[src/rtl/wb_led_arbiter_pkg.sv]
// ============================================================================
// wb_led_arbiter_pkg : shared state, grant and default-size definitions
// Rev 1.0 - initial release
// ============================================================================
`default_nettype none

package wb_led_arbiter_pkg;

  typedef enum logic [1:0] {
    ST_IDLE = 2'd0,
    ST_OWN0 = 2'd1,
    ST_OWN1 = 2'd2
  } arb_state_t;

  localparam logic [1:0] c_GRANT_NONE = 2'b00;
  localparam logic [1:0] c_GRANT_M0   = 2'b01;
  localparam logic [1:0] c_GRANT_M1   = 2'b10;

  localparam int unsigned c_DEF_TIMEOUT = 255;
  localparam int unsigned c_DEF_OUTW    = 4;

  function automatic logic [1:0] grant_of(input arb_state_t s);
    case (s)
      ST_OWN0: return c_GRANT_M0;
      ST_OWN1: return c_GRANT_M1;
      default: return c_GRANT_NONE;
    endcase
  endfunction

endpackage

`default_nettype wire

[src/rtl/wb_arb_watchdog.sv]
// ============================================================================
// wb_arb_watchdog : outstanding-request counter and optional ack watchdog
// Optional timeout enabled by macro WB_ARB_TIMEOUT_EN
// Rev 1.0 - initial release
// ============================================================================
`default_nettype none

module wb_arb_watchdog
  import wb_led_arbiter_pkg::*;
#(
  parameter int unsigned OUTW    = c_DEF_OUTW,
  parameter int unsigned TIMEOUT = c_DEF_TIMEOUT
) (
  input  logic i_clk,
  input  logic i_reset,
  input  logic i_clear,
  input  logic i_accept,
  input  logic i_done,
  output logic o_full,
  output logic o_expire
);

  localparam logic [OUTW-1:0] c_MAX_OUT = '1;

  logic [OUTW-1:0] r_outst;
  logic            w_clear;

  assign w_clear = i_clear || o_expire;
  assign o_full  = (r_outst == c_MAX_OUT);

  // Saturates at both ends; an ack arriving with nothing outstanding is ignored.
  always_ff @(posedge i_clk) begin
    if (i_reset || w_clear) begin
      r_outst <= '0;
    end else if (i_accept && !i_done && !o_full) begin
      r_outst <= r_outst + 1'b1;
    end else if (!i_accept && i_done && (r_outst != '0)) begin
      r_outst <= r_outst - 1'b1;
    end
  end

`ifdef WB_ARB_TIMEOUT_EN
  localparam int unsigned     c_WDW     = $clog2(TIMEOUT + 1);
  localparam logic [c_WDW-1:0] c_WD_LAST = c_WDW'(TIMEOUT - 1);

  logic [c_WDW-1:0] r_wd;
  logic             w_waiting;

  assign w_waiting = (r_outst != '0) && !i_done;
  assign o_expire  = w_waiting && (r_wd == c_WD_LAST);

  always_ff @(posedge i_clk) begin
    if (i_reset || i_clear || !w_waiting || o_expire) begin
      r_wd <= '0;
    end else begin
      r_wd <= r_wd + 1'b1;
    end
  end
`else
  assign o_expire = 1'b0;
`endif

endmodule

`default_nettype wire

[src/rtl/wb_led_arbiter.sv]
// ============================================================================
// wb_led_arbiter : two-master round-robin pipelined Wishbone arbiter (LED slave)
// Optional slave watchdog enabled by macro WB_ARB_TIMEOUT_EN
// Rev 1.0 - initial release
// ============================================================================
`default_nettype none

module wb_led_arbiter
  import wb_led_arbiter_pkg::*;
#(
  parameter int unsigned AW      = 32,
  parameter int unsigned DW      = 32,
  parameter int unsigned OUTW    = c_DEF_OUTW,
  parameter int unsigned TIMEOUT = c_DEF_TIMEOUT
) (
  input  logic            i_clk,
  input  logic            i_reset,
  input  logic            i_m0_cyc,
  input  logic            i_m0_stb,
  input  logic            i_m0_we,
  input  logic [AW-1:0]   i_m0_addr,
  input  logic [DW-1:0]   i_m0_data,
  input  logic [DW/8-1:0] i_m0_sel,
  output logic            o_m0_ack,
  output logic            o_m0_stall,
  output logic            o_m0_err,
  output logic [DW-1:0]   o_m0_data,
  input  logic            i_m1_cyc,
  input  logic            i_m1_stb,
  input  logic            i_m1_we,
  input  logic [AW-1:0]   i_m1_addr,
  input  logic [DW-1:0]   i_m1_data,
  input  logic [DW/8-1:0] i_m1_sel,
  output logic            o_m1_ack,
  output logic            o_m1_stall,
  output logic            o_m1_err,
  output logic [DW-1:0]   o_m1_data,
  output logic            o_s_cyc,
  output logic            o_s_stb,
  output logic            o_s_we,
  output logic [AW-1:0]   o_s_addr,
  output logic [DW-1:0]   o_s_data,
  output logic [DW/8-1:0] o_s_sel,
  input  logic            i_s_ack,
  input  logic            i_s_stall,
  input  logic            i_s_err,
  input  logic [DW-1:0]   i_s_data,
  output logic [1:0]      o_grant
);

  arb_state_t r_state;
  logic       r_last;     // 1 = master 1 owned most recently
  logic       w_own0;
  logic       w_own1;
  logic       w_release;
  logic       w_accept;
  logic       w_done;
  logic       w_full;
  logic       w_expire;

  assign w_own0    = (r_state == ST_OWN0);
  assign w_own1    = (r_state == ST_OWN1);
  assign w_release = (w_own0 && !i_m0_cyc) || (w_own1 && !i_m1_cyc);
  assign w_accept  = o_s_stb && !i_s_stall;
  assign w_done    = i_s_ack || i_s_err;
  assign o_grant   = grant_of(r_state);

  always_ff @(posedge i_clk) begin
    if (i_reset) begin
      r_state <= ST_IDLE;
      r_last  <= 1'b1;
    end else begin
      case (r_state)
        ST_IDLE: begin
          if (i_m0_cyc && (!i_m1_cyc || r_last)) begin
            r_state <= ST_OWN0;
          end else if (i_m1_cyc) begin
            r_state <= ST_OWN1;
          end
        end
        ST_OWN0: begin
          if (!i_m0_cyc || w_expire) begin
            r_state <= ST_IDLE;
            r_last  <= 1'b0;
          end
        end
        ST_OWN1: begin
          if (!i_m1_cyc || w_expire) begin
            r_state <= ST_IDLE;
            r_last  <= 1'b1;
          end
        end
        default: r_state <= ST_IDLE;
      endcase
    end
  end

  // STB is held back while full so the slave never sees a request the master thinks stalled.
  always_comb begin
    o_s_cyc    = 1'b0;
    o_s_stb    = 1'b0;
    o_s_we     = 1'b0;
    o_s_addr   = '0;
    o_s_data   = '0;
    o_s_sel    = '0;
    o_m0_ack   = 1'b0;
    o_m0_err   = 1'b0;
    o_m0_stall = 1'b1;
    o_m0_data  = '0;
    o_m1_ack   = 1'b0;
    o_m1_err   = 1'b0;
    o_m1_stall = 1'b1;
    o_m1_data  = '0;
    if (w_own0) begin
      o_s_cyc    = i_m0_cyc && !w_expire;
      o_s_stb    = i_m0_cyc && i_m0_stb && !w_full && !w_expire;
      o_s_we     = i_m0_we;
      o_s_addr   = i_m0_addr;
      o_s_data   = i_m0_data;
      o_s_sel    = i_m0_sel;
      o_m0_stall = i_s_stall || w_full;
      o_m0_ack   = i_s_ack;
      o_m0_err   = i_s_err || w_expire;
      o_m0_data  = i_s_data;
    end else if (w_own1) begin
      o_s_cyc    = i_m1_cyc && !w_expire;
      o_s_stb    = i_m1_cyc && i_m1_stb && !w_full && !w_expire;
      o_s_we     = i_m1_we;
      o_s_addr   = i_m1_addr;
      o_s_data   = i_m1_data;
      o_s_sel    = i_m1_sel;
      o_m1_stall = i_s_stall || w_full;
      o_m1_ack   = i_s_ack;
      o_m1_err   = i_s_err || w_expire;
      o_m1_data  = i_s_data;
    end
  end

  wb_arb_watchdog #(
    .OUTW    (OUTW),
    .TIMEOUT (TIMEOUT)
  ) u_watchdog (
    .i_clk    (i_clk),
    .i_reset  (i_reset),
    .i_clear  (w_release),
    .i_accept (w_accept),
    .i_done   (w_done),
    .o_full   (w_full),
    .o_expire (w_expire)
  );

endmodule

`default_nettype wire

[config.mk]
export PLATFORM = sky130hd
export DESIGN_NAME = wb_led_arbiter
export DESIGN_NICKNAME = d
export VERILOG_FILES = /design/src/rtl/wb_led_arbiter_pkg.sv /design/src/rtl/wb_arb_watchdog.sv /design/src/rtl/wb_led_arbiter.sv
export SDC_FILE = /design/constraint.sdc
export NUM_CORES = 1
export LEC_CHECK = 0
export ABC_CLOCK_PERIOD_IN_PS = 2100
export CORE_AREA = 2 2 124 126
export DETAILED_ROUTE_END_ITERATION = 7
export DIE_AREA = 0 0 126 128
export GPL_TIMING_DRIVEN = 1
export MAX_ROUTING_LAYER = met4
export PLACE_DENSITY_LB_ADDON = 0.08
export SLEW_MARGIN = 20
export SYNTH_ARGS = -nofsm -noshare
export SYNTH_HDL_FRONTEND = slang
export SYNTH_SLANG_ARGS = --single-unit
[constraint.sdc]
create_clock -name i_clk -period 2.1 [get_ports i_clk]
set_clock_uncertainty 0.1 [all_clocks]
set_input_delay 0.315 -clock i_clk [delete_from_list [all_inputs] [get_ports i_clk]]
set_output_delay 0.315 -clock i_clk [all_outputs]
set_load 0.02 [all_outputs]
=== Word level (Yosys, flattened, before mapping) ===
Cells that the tools add are included.

* Bits in registers: 7
* Input bits: 179
* Output and inout port bits: 143
* Word-level logic and storage cells: 75

* Add/subtract/negate cells: 2
* Eq/ne operators: 6
* Multiplexer cells: 35
* Reduce and logical (&&, ||, !) cells: 29

{| class="wikitable"
|+ Operator list
! kind !! number
|-
| $mux W32 || 7
|-
| $mux W1 || 17
|-
| $mux W4 || 4
|-
| $logic_and A1 B1 Y1 || 12
|-
| $mux W2 || 4
|-
| $logic_not A1 Y1 || 6
|-
| $pmux W2 S3 || 1
|-
| $reduce_and A3 Y1 || 2
|-
| $logic_or A1 B1 Y1 || 5
|-
| $add A4 B1 Y4 const B || 1
|-
| $eq A4 B4 Y1 const B || 1
|-
| $ne A2 B2 Y1 const B || 2
|-
| $pmux W2 S2 || 1
|-
| $reduce_bool A2 Y1 || 2
|-
| $reduce_bool A4 Y1 || 1
|-
| $sub A4 B1 Y4 const B || 1
|-
| $ne A3 B3 Y1 const B || 1
|-
| $eq A2 B1 Y1 const B || 1
|-
| $eq A2 B2 Y1 const B || 1
|-
| $logic_not A2 Y1 || 1
|-
| $pmux W1 S2 || 1
|}

=== Longest topological paths before layout ===
* Depth in word-level cells: 11
* Gate-level depth with buffers: 10
* Depth with buffers taken out: 8

=== Modules after synthesis ===
A second synthesis with hierarchy kept.

* Cells, all modules: 221
* Area total of the unflattened synthesis: 1,680.4 um^2

{| class="wikitable"
|+ Modules (own cells, without submodules)
! module !! instances !! cells each !! area an instance (um^2) !! sequential area each (um^2)
|-
| wb_led_arbiter || 1 || 191 || 1,342.5 || 60.1
|-
| wb_arb_watchdog || 1 || 30 || 337.8 || 80.1
|}

=== Worst setup path after synthesis ===
Ideal clock, no wire load.

* Kind: reg2reg
* Start point: register r_state[1]
* End point: register u_watchdog.r_outst[3]
* Setup time: 0.122 ns
* Arrival time: 1.908 ns
* Required time: 1.878 ns
* Setup slack: -0.030 ns
* Stages on the path, launching flop included: 11
* Buffers on the path: 2
* Period minus slack after synthesis: 2.130 ns
* Path through: dfxtp_1 -> buf_6 -> and4b_1 -> o21a_1 -> buf_6 -> nand2_1 -> ha_1 -> a21o_1 -> a211oi_1 -> mux2i_1 -> mux2i_1

* Longest elaborated chain between the ends: 8
* Elaborated cells between the ends (all ways): 16
* Classes of those cells: eq/ne (2); mux (3); reduce/logical (11)

{| class="wikitable"
|+ Ends and longest elaborated chain
! what !! line !! text
|-
| start, declared || wb_led_arbiter.sv:51 || <nowiki>arb_state_t r_state;</nowiki>
|-
| start signal, assigned || wb_led_arbiter.sv:70 || <nowiki>r_state <= ST_IDLE;</nowiki>
|-
| start signal, assigned || wb_led_arbiter.sv:76 || <nowiki>r_state <= ST_OWN0;</nowiki>
|-
| start signal, assigned || wb_led_arbiter.sv:78 || <nowiki>r_state <= ST_OWN1;</nowiki>
|-
| $eq A2 B2 Y1 || wb_led_arbiter.sv:62 || <nowiki>assign w_own1 = (r_state == ST_OWN1);</nowiki>
|-
| $mux W1 || wb_led_arbiter.sv:125 || <nowiki>end else if (w_own1) begin</nowiki>
|-
| $mux W1 || wb_led_arbiter.sv:114 || <nowiki>if (w_own0) begin</nowiki>
|-
| $logic_and A1 B1 Y1 || wb_led_arbiter.sv:64 || <nowiki>assign w_accept = o_s_stb && !i_s_stall;</nowiki>
|-
| $logic_not A1 Y1 || wb_arb_watchdog.sv:37 || <nowiki>end else if (!i_accept && i_done && (r_outst != '0)) begin</nowiki>
|-
| $logic_and A1 B1 Y1 (2 in series) || wb_arb_watchdog.sv:37 ||
|-
| $reduce_bool A2 Y1 (no line) || n/a ||
|-
| end signal, assigned || wb_arb_watchdog.sv:36 || <nowiki>r_outst <= r_outst + 1'b1;</nowiki>
|-
| end signal, assigned || wb_arb_watchdog.sv:38 || <nowiki>r_outst <= r_outst - 1'b1;</nowiki>
|-
| end, declared || wb_arb_watchdog.sv:25 || <nowiki>logic [OUTW-1:0] r_outst;</nowiki>
|}

Several ways; a longest one is shown, not always the timed one.
A chain may end at the register's enable or synchronous reset.

=== Final worst setup path ===
* Start point: register r_state[0]
* End point: register u_watchdog.r_outst[3]

Same word-level chain as after synthesis.

==> impl_metrics.env <==
export IMPL_status="finished, final reports clean"
export IMPL_clock_sinks=7
export IMPL_path_cells="buf_6 -> and4b_1 -> o21a_2 -> nand2_4 -> ha_4 -> a21o_1 -> a211oi_2 -> mux2i_1 -> mux2i_1"
export IMPL_dieArea_mm2=0.0161
export IMPL_layout_nets=745
export IMPL_syn_avg_cell_area_um2=7.60
export IMPL_utilization_pct=35.8
export IMPL_cp_start_kind="flop"
export IMPL_ctsHtreeMaxLevel=1
export IMPL_grt_max_degree=36
export IMPL_cts_reportedPaths_clkPinSlew_ns=0.04
export IMPL_power_density_mw_per_mm2=385
export IMPL_critPathCaptureType="flop"
export IMPL_ir_worst_vdd_uv=274
export IMPL_synth_distinct_cells=39
export IMPL_die_height_um=128
export IMPL_area_delta_synth_final_pct=207
export IMPL_place_gp_congestion=0.772
export IMPL_fin_crit_ns=2.06
export IMPL_fin_hold_ws_ns=0.376
export IMPL_maxSlewHeadroom_pct=54.4
export IMPL_cp_slowest_cell="dfxtp_2"
export IMPL_syn_instance_count=228
export IMPL_n_antenna_cell=0
export IMPL_final_common_cell="clkdlybuf4s50_1"
export IMPL_grt_pass1_wl_mm=19.6
export IMPL_clockBufferDepth=2
export IMPL_grt_pass1_vias=3107
export IMPL_rsz0062_at_grt="true"
export IMPL_num_rows=45
export IMPL_cts_root_buf="clkbuf_16"
export IMPL_grt_usage_pct=16.0
export IMPL_die_w_um=126
export IMPL_netlist_area_mm2=0.00173
export IMPL_dp_hpwl_mm=10.9
export IMPL_start_util_pct=11.7
export IMPL_core_area_mm2=0.0149
export IMPL_worstPathRequired_ns=2.12
export IMPL_drive_gt1_share_pct=16.7
export IMPL_antenna_found_initial=0
export IMPL_pre_cts_slack_ns=-0.388
export IMPL_vias_per_cell=4.12
export IMPL_io_pins=322
export IMPL_cts_made_buffers=3
export IMPL_syn_nets=410
export IMPL_yosys_warnings=0
export IMPL_numPortBuffers=321
export IMPL_grt_overflow_total=0
export IMPL_drv_cap=0
export IMPL_fillers=1593
export IMPL_finalWirelength_mm=13.8
export IMPL_path_class="reg -> reg"
export IMPL_layout_common_cells="clkdlybuf4s50_1, a22o_1, and2_1, dlygate4sd2_1, clkdlybuf4s15_1"
export IMPL_clock_fmax_mhz=486
export IMPL_final_period_utilization_pct=98.0
export IMPL_synthTopCellsByArea="a22o_1, and2_1, dfxtp_1"
export IMPL_setup_viol=0
export IMPL_num_vias=3087
export IMPL_clk_latency_ns=0.23
export IMPL_ant_nets=0
export IMPL_drt_first_iter_violations=78
export IMPL_drc=0
export IMPL_slowest_delay_ns=0.32
export IMPL_finalHoldViolations=0
export IMPL_synth_top_cell_area_share_pct=34.9
export IMPL_crit_path_frequent_cell="mux2i_1"
export IMPL_hold_buffers=0
export IMPL_crit_arrival_ns=2.07
export IMPL_dr_pass1_iters=4
export IMPL_hp_class="reg -> reg"
export IMPL_leakage_nw=2.45
export IMPL_wl_per_cell_um=18.4
export IMPL_worst_path_max_fanout=3
export IMPL_maxSlewViolCount=0
export IMPL_synth_seq_cells=7
export IMPL_synth_seq_area_share_pct=8.09
export IMPL_layout_setup_ws_ns=0.0420
export IMPL_tritoncts="done"
export IMPL_worstMarginPinSlew_ns=0.677
export IMPL_synth_area_leader_cell="a22o_1"
==> layer usage <==
metal / GRT usage (%) / up-vias / routed length [um]
li1: - / 1514 / -
met1: 17.2 / 1441 / 5200
met2: 30.8 / 128 / 7540
met3: 3.92 / 4 / 1040
met4: 1.49 / 0 / 54
met5: - / - / 0
==> sequential cells by signal (all words and copies together), names as in the netlist <==
signal and count:
u_watchdog.r_outst 4, r_last 1, r_state 2
==> kinds of logic (layout without fill, tap and decap cells) <==
logic type,count (synthesis),after routing,share of synthesized area (%)
AO/OA/AOI/OAI,84,84,41.4
XOR/XNOR,2,2,1.01
adder cells (fa/ha/maj),3,3,2.60
buffers and inverters,27,361,8.23
flip-flops,7,7,8.09
multiplexers,5,5,3.61
AND/OR/NAND/NOR,100,100,35.0
==> layout make-up <==
type	count	area (um^2)	share of cell area [%]
Tap cell	188	235	4.42
Timing Repair Buffer	355	3340	62.6
Inverter	2	7.51	0.141
Multi-Input combinational cell	194	1520	28.6
Sequential cell	7	145	2.72
Clock buffer	4	78.8	1.48
==> cells in the mapped netlist (all sizes together) <==
| cell | number |
|---|---|
| xnor2 | 2 |
| nand3b | 2 |
| a31oi | 1 |
| nor2 | 4 |
| a21boi | 1 |
| a21oi | 1 |
| a211oi | 3 |
| o21a | 2 |
| inv | 2 |
| fa | 1 |
| nand3 | 1 |
| a21o | 1 |
| a41oi | 1 |
| clkbuf | 8 |
| and4b | 2 |
| o22ai | 1 |
| ha | 2 |
| dfxtp | 7 |
| nor3 | 2 |
| and2 | 68 |
| nand2b | 1 |
| a22o | 69 |
| mux2i | 5 |
| or2b | 2 |
| nor3b | 2 |
| nor2b | 3 |
| o21bai | 1 |
| nor4 | 1 |
| o21ai | 3 |
| nand4 | 1 |
| buf | 17 |
| nand2 | 11 |
==> per-stage QoR <==
step / area, um^2 / power (mW) / TNS (ns) / std cells
final: 5330 / 2.05 / 0 / 750
after global placement: 5310 / 1.71 / -6.54 / 738
after detailed placement: 5310 / 1.72 / -6.55 / 738
after CTS: 5320 / 2.06 / -0.0241 / 750
after floorplan: 1750 / 0.886 / 0 / 228
after global routing: 5330 / 2.19 / -0.198 / 750
==> where the power goes <==
part	internal (mW)	switching, mW
Clock	0.253	0.0792
Sequential	0.171	0.0313
Combinational	0.835	0.683
==> critical path, delay by kind of cell (launching register included) <==
kind / cells / cell delay (ns)
AO/OA/AOI/OAI: 3 / 0.58
adder cells (fa/ha/maj): 1 / 0.25
buffers and inverters: 1 / 0.11
flip-flops: 1 / 0.32
multiplexers: 2 / 0.23
AND/OR/NAND/NOR: 2 / 0.35
==> final timing paths <==
| kind | start | end | slack (ns) | cells after the start |
|---|---|---|---|---|
| worst max-delay path | r_state[0] | u_watchdog.r_outst[3] | 0.04 | 9 |
| worst min-delay path | r_last | r_state[1] | 0.38 | 1 |
| worst max register to register | r_state[0] | u_watchdog.r_outst[3] | 0.04 | 9 |
| worst min register to register | r_last | r_state[1] | 0.38 | 1 |
==> timing repair <==
| action | 4_1_cts | 5_1_grt |
|---|---|---|
| gates cloned | 3 | 0 |
| setup buffers | 5 | 1 |
| resized for setup | 215 | 72 |
| pin swaps | 12 | 6 |
| endpoints found under the setup margin | 144 | 71 |
No activity file was read; power rests on OpenSTA's default activity.
